**src/rtl/pwm_pkg.sv**
```systemverilog
// Shared definitions for the PWM scheduler: configuration field codes,
// commit FSM states and the reset period constant.
package pwm_pkg;

    typedef enum logic [1:0] {
        FIELD_PERIOD = 2'd0,
        FIELD_DUTY   = 2'd1,
        FIELD_OFFSET = 2'd2,
        FIELD_ENABLE = 2'd3
    } cfg_field_e;

    typedef enum logic {
        ST_CLEAN = 1'b0,
        ST_DIRTY = 1'b1
    } commit_state_e;

    // All ones; truncated to WIDTH bits this is the longest period, 2^WIDTH-1.
    localparam logic [31:0] RESET_PERIOD = 32'hFFFF_FFFF;

endpackage

```
**src/rtl/pwm_channel.sv**
```systemverilog
// One PWM channel: phase-shifts the shared counter by its offset and
// registers the comparison against its duty value.
module pwm_channel #(
    parameter int WIDTH = 8
) (
    input  logic             clk,
    input  logic             rst,
    input  logic [WIDTH-1:0] i_cnt,
    input  logic [WIDTH-1:0] i_period,
    input  logic [WIDTH-1:0] i_duty,
    input  logic [WIDTH-1:0] i_offset,
    input  logic             i_enable,
    output logic             o_out
);

    logic [WIDTH:0] w_cntX;
    logic [WIDTH:0] w_periodX;
    logic [WIDTH:0] w_offsetX;
    logic [WIDTH:0] w_dutyX;
    logic [WIDTH:0] w_phase;
    logic           w_inRange;
    logic           w_level;
    logic           r_out;

    assign w_cntX    = {1'b0, i_cnt};
    assign w_periodX = {1'b0, i_period};
    assign w_offsetX = {1'b0, i_offset};
    assign w_dutyX   = {1'b0, i_duty};

    // One extra bit keeps cnt + period + 1 from overflowing before the offset is removed.
    assign w_inRange = (w_offsetX <= w_periodX);
    assign w_phase   = (w_cntX >= w_offsetX) ? (w_cntX - w_offsetX)
                                             : (w_cntX + w_periodX + 1'b1 - w_offsetX);
    assign w_level   = i_enable && w_inRange && (w_phase < w_dutyX);

    always_ff @(posedge clk) begin
        if (rst) begin
            r_out <= 1'b0;
        end else begin
            r_out <= w_level;
        end
    end

    assign o_out = r_out;

endmodule

```
**src/rtl/pwm_scheduler.sv**
```systemverilog
// Multi-channel PWM generator sharing one period counter, with shadow/active
// configuration registers committed atomically at the period boundary.
module pwm_scheduler
    import pwm_pkg::*;
#(
    parameter  int CHANNELS = 4,
    parameter  int WIDTH    = 8,
    localparam int CW       = (CHANNELS > 1) ? $clog2(CHANNELS) : 1
) (
    input  logic                clk,
    input  logic                rst,
    input  logic                cfg_valid,
    output logic                cfg_ready,
    input  logic [CW-1:0]       cfg_chan,
    input  logic [1:0]          cfg_field,
    input  logic [WIDTH-1:0]    cfg_data,
    output logic [CHANNELS-1:0] out,
    output logic                wrap,
    output logic                pending
);

    localparam logic [WIDTH-1:0] RST_PERIOD = RESET_PERIOD[WIDTH-1:0];

    commit_state_e r_state;
    commit_state_e w_stateNext;

    logic [WIDTH-1:0]    r_cnt;
    logic                r_wrap;
    logic [WIDTH-1:0]    r_periodSh;
    logic [WIDTH-1:0]    r_periodAct;
    logic [WIDTH-1:0]    r_dutySh    [CHANNELS];
    logic [WIDTH-1:0]    r_dutyAct   [CHANNELS];
    logic [WIDTH-1:0]    r_offsetSh  [CHANNELS];
    logic [WIDTH-1:0]    r_offsetAct [CHANNELS];
    logic [CHANNELS-1:0] r_enableSh;
    logic [CHANNELS-1:0] r_enableAct;
    logic [CHANNELS-1:0] w_out;

    logic w_atEnd;
    logic w_commit;
    logic w_accept;

    // Writes are refused only on the commit edge so no write can slip past the copy.
    assign w_atEnd   = (r_cnt == r_periodAct);
    assign w_commit  = (r_state == ST_DIRTY) && w_atEnd;
    assign cfg_ready = !w_commit;
    assign w_accept  = cfg_valid && cfg_ready;

    always_ff @(posedge clk) begin
        if (rst) begin
            r_state <= ST_CLEAN;
        end else begin
            r_state <= w_stateNext;
        end
    end

    always_comb begin
        w_stateNext = r_state;
        case (r_state)
            ST_CLEAN: if (w_accept) w_stateNext = ST_DIRTY;
            ST_DIRTY: if (w_commit) w_stateNext = ST_CLEAN;
            default:  w_stateNext = ST_CLEAN;
        endcase
    end

    always_ff @(posedge clk) begin
        if (rst) begin
            r_cnt  <= '0;
            r_wrap <= 1'b0;
        end else begin
            r_cnt  <= w_atEnd ? '0 : r_cnt + 1'b1;
            r_wrap <= w_atEnd;
        end
    end

    always_ff @(posedge clk) begin
        if (rst) begin
            r_periodSh <= RST_PERIOD;
            r_enableSh <= '0;
            for (int i = 0; i < CHANNELS; i++) begin
                r_dutySh[i]   <= '0;
                r_offsetSh[i] <= '0;
            end
        end else if (w_accept) begin
            case (cfg_field_e'(cfg_field))
                FIELD_PERIOD: r_periodSh           <= cfg_data;
                FIELD_DUTY:   r_dutySh[cfg_chan]   <= cfg_data;
                FIELD_OFFSET: r_offsetSh[cfg_chan] <= cfg_data;
                FIELD_ENABLE: r_enableSh[cfg_chan] <= cfg_data[0];
                default:      ;
            endcase
        end
    end

    // The active set only changes on the last count, so new values start at cnt=0.
    always_ff @(posedge clk) begin
        if (rst) begin
            r_periodAct <= RST_PERIOD;
            r_enableAct <= '0;
            for (int i = 0; i < CHANNELS; i++) begin
                r_dutyAct[i]   <= '0;
                r_offsetAct[i] <= '0;
            end
        end else if (w_commit) begin
            r_periodAct <= r_periodSh;
            r_enableAct <= r_enableSh;
            r_dutyAct   <= r_dutySh;
            r_offsetAct <= r_offsetSh;
        end
    end

    for (genvar g = 0; g < CHANNELS; g++) begin : g_chan
        pwm_channel #(
            .WIDTH (WIDTH)
        ) u_channel (
            .clk      (clk),
            .rst      (rst),
            .i_cnt    (r_cnt),
            .i_period (r_periodAct),
            .i_duty   (r_dutyAct[g]),
            .i_offset (r_offsetAct[g]),
            .i_enable (r_enableAct[g]),
            .o_out    (w_out[g])
        );
    end

    assign out     = w_out;
    assign wrap    = r_wrap;
    assign pending = (r_state == ST_DIRTY);

endmodule

```
**config.mk**
```make
export PLATFORM = sky130hd
export DESIGN_NAME = pwm_scheduler
export DESIGN_NICKNAME = d
export VERILOG_FILES = /design/src/rtl/pwm_pkg.sv /design/src/rtl/pwm_channel.sv /design/src/rtl/pwm_scheduler.sv
export SDC_FILE = /design/constraint.sdc
export NUM_CORES = 1
export LEC_CHECK = 0
export CORE_MARGIN = 2
export CORE_UTILIZATION = 40
export CTS_BUF_LIST = sky130_fd_sc_hd__clkbuf_4 sky130_fd_sc_hd__clkbuf_8 sky130_fd_sc_hd__clkbuf_16
export DETAILED_ROUTE_END_ITERATION = 6
export SKIP_LAST_GASP = 1
export SLEW_MARGIN = 30
export SYNTH_ARGS = -nofsm -noshare
export SYNTH_HDL_FRONTEND = slang
export SYNTH_HIERARCHICAL = 1
export SYNTH_SLANG_ARGS = --single-unit
```
**constraint.sdc**
```tcl
create_clock -name clk -period 4.6 [get_ports clk]
set_input_delay 0.92 -clock clk [delete_from_list [all_inputs] [get_ports clk]]
set_output_delay 0.92 -clock clk [all_outputs]
set_load 0.005 [all_outputs]
```
==> flow_summary.yaml <==
placed_design:
  dp_cells: 1845
  portBuffers: 21
  hpwl_um: 24970
  gp_congestion: 0.8661
  place_ws_ns: 0.5980
synth:
  syn-instance-count: 1485
  synthSimpleGateAreaFrac: 0.1511
  ys_top_cells_by_count: "inv_1 (197), dfxtp_1 (166), ha_1 (133), a21oi_1 (122), nand2_1 (119)"
  ys_warn_count: 6
  synth_top_family_by_area: "compound AO/OA/AOI/OAI gates"
  synthDominantCellAreaShare: 0.2650
  synth_area_um2: 12540
  yosysTopAreaCell: "dfxtp_1"
  synth.area.mux_share: 0.07035
  ys_ff_latch: 166
  async_flop_share: 0
  syn_avg_cell_area_um2: 8.443
  synth_edf_count: 0
  syn_nets: 1669
  synthAdderAreaFrac: 0.1902
  yosysMostFrequentCell: "inv_1"
  synth_compound_area_frac: 0.1921
  yosysSeqAreaShare: 0.2650
  synthDistinctLibCells: 87
  synthFlopType: "dfxtp_1"
  ys_top_cells_by_area: "dfxtp_1 (27%), ha_1 (13%), mux2i_1 (6.9%), inv_1 (5.9%), fa_1 (5.7%)"
  synth-xor-area-share: 0.04261
floorplanning:
  io_pins: 22
  start_util: 0.4078
  core-area_um2: 30750
  die_h_um: 181.0
  die-width_um: 181.0
  fp.dieArea_um2: 32780
  rows: 64
critical_path:
  rr_startpoint: "r_cnt[2]$_SDFF_PP0_"
  r2r_setup_slack_ns: 0.55
  path_max_fanout: 7
  cp-end-kind: "register"
  critPathLaunchType: "register"
  cp.required_ns: 4.96
  critPathArrivalTime_ns: 4.41
  crit_path_start: "r_cnt[2]$_SDFF_PP0_"
  criticalPathCategory: "reg2reg"
flow_run:
  maxCapViolCount: 0
global_routing:
  grt.overflow.total: 0
  track_usage: 0.2194
  grt_pass1_vias: 10360
  grt_max_degree: 68
  grt_pass1_wl_um: 57150
  grt_antenna_before_repair: 0
route:
  drtIter0Drc: 835
  wl_per_cell_um: 19.07
  drc: 0
  viasPerCell: 5.692
  antenna_left: 0
  wl_um: 35800
  vias: 10680
  first_pass_iters: 5
cts:
  clk_latency_ns: 0.44
  clockBufferDepth: 2
  root_buffer: "clkbuf_16"
  htreeDepth: 4
  clkSinkCount: 166
  cts_made_buffers: 17
  cts_tree: "done"
  cts_setup_buffers: 0
  hold_buffers: 0
  path_clk_slew_ns: 0.07
  post_cts_resized: 0
sta:
  setup_ws_ns: 0.5475
  relSlewSlack: 0.3315
  period_needed_ns: 4.053
  worst_slew_pin_slew_ns: 1.003
  fin_skew_ns: 0.01823
  setup_viol: 0
  max_freq_mhz: 246.8
  slew_viol_final: 0
  setup_tns_ns: 0
  period_share: 0.8810
  rsz0062_at_grt: "false"
  hold_viol: 0
power:
  irDropWorstVdd_uv: 215.0
  p_leak_uw: 0.005909
  p_per_area_nw_per_um2: 256.8
final_layout:
  diodes: 0
  post-route-util: 0.4440
  nNetsFinal: 1652
  fin_cells: 1877
  area_growth_pct: 8.891
  drive_gt1_frac: 0.07090
worst_hold_path:
  holdCritStartpoint: "r_offsetSh[23]$_SDFFE_PP0P_"
  holdCritPathClass: "reg2reg"
status:
  status: "finished, final reports clean"
-- final cells by class --
class / count / area (µm²)
Clock inverter: 15 / 145.1
Sequential cell: 166 / 3327
Multi-Input combinational cell: 1039 / 8123
Inverter: 198 / 744.5
Timing Repair Buffer: 46 / 392.9
Clock buffer: 17 / 425.4
Tap cell: 396 / 495.5
Fill cell: 3107 / 17100
-- through the flow --
step	hold WS, ns	cell area (µm²)	total power, µW
global placement	0.4431	13080	2090
global route	0.4788	13650	3633
floorplan	0.4351	12540	1937
CTS	0.4621	13650	3510
detailed placement	0.4504	13080	2097
finish	0.4612	13650	3506
-- metal layers --
metal  GRT usage  part of all wire  vias up
met4     0.04878             0.015        0
met1      0.3045              0.48     5209
met5           0                 0        -
met3     0.02882             0.043       37
li1            -                 -     5198
met2      0.3635              0.47      240
-- cell usage in the layout (no fill, tap or decap), types with 10 or more instances in the layout --
cell / Yosys / layout
inv_1: 197 / 196
dfxtp_1: 166 / 165
ha_1: 133 / 133
a21oi_1: 122 / 122
nand2_1: 119 / 119
mux2i_1: 87 / 87
nand4_1: 78 / 78
o31ai_1: 72 / 72
nor2_1: 52 / 52
o21ai_0: 43 / 43
xnor2_1: 41 / 41
fa_1: 36 / 36
buf_4: 1 / 25
nand3_1: 22 / 22
xor2_1: 20 / 20
clkdlybuf4s50_1: 0 / 20
clkbuf_16: 0 / 17
a31oi_1: 16 / 16
a21o_1: 16 / 16
nor3_1: 15 / 15
nor2b_1: 12 / 12
nor4_1: 10 / 10
-- flip-flops by register name, summed over array words and instances, names as in the netlist --
name,flops
r_cnt,8
r_dutySh,32
wrap,1
r_enableSh,4
g_chan.u_channel/o_out,4
pending,1
r_enableAct,4
r_offsetAct,32
r_dutyAct,32
r_periodAct,8
r_periodSh,8
r_offsetSh,32
-- cell families after synthesis --
family | Yosys count
flops | 166
buf+inv | 280
compound gates | 357
mux | 88
simple gates | 364
fa+ha+maj | 169
xor+xnor | 61
-- path summary, 6_finish.rpt --
| kind | end | depth (start not counted) |
|---|---|---|
| setup / recovery | g_chan[1].u_channel/o_out$_SDFF_PP0_ | 17 |
| hold / removal | r_offsetSh[23]$_SDFFE_PP0P_ | 2 |
| hold reg to reg | r_offsetSh[23]$_SDFFE_PP0P_ | 2 |
| setup reg to reg | g_chan[1].u_channel/o_out$_SDFF_PP0_ | 17 |
-- power breakdown --
| group | internal (µW) | switching (µW) |
|---|---|---|
| clock | 759 | 679 |
| combinational | 239 | 358 |
| sequential | 1450 | 21.1 |
-- worst max-delay path: stages (launching register included) --
cell and delay (ns):
dfxtp_1 0.54, inv_1 0.11, fa_1 0.56, inv_1 0.05, ha_1 0.36, a21oi_2 0.17, a21oi_1 0.10, o21ai_1 0.21
a21boi_1 0.10, or3_1 0.30, a31o_1 0.23, ha_1 0.31, nand4_1 0.09, nor2_1 0.08, and3b_1 0.19, a221oi_2 0.22
o2111ai_1 0.15, a211oi_2 0.22
Note: power is estimated with default switching activity, not from simulation.
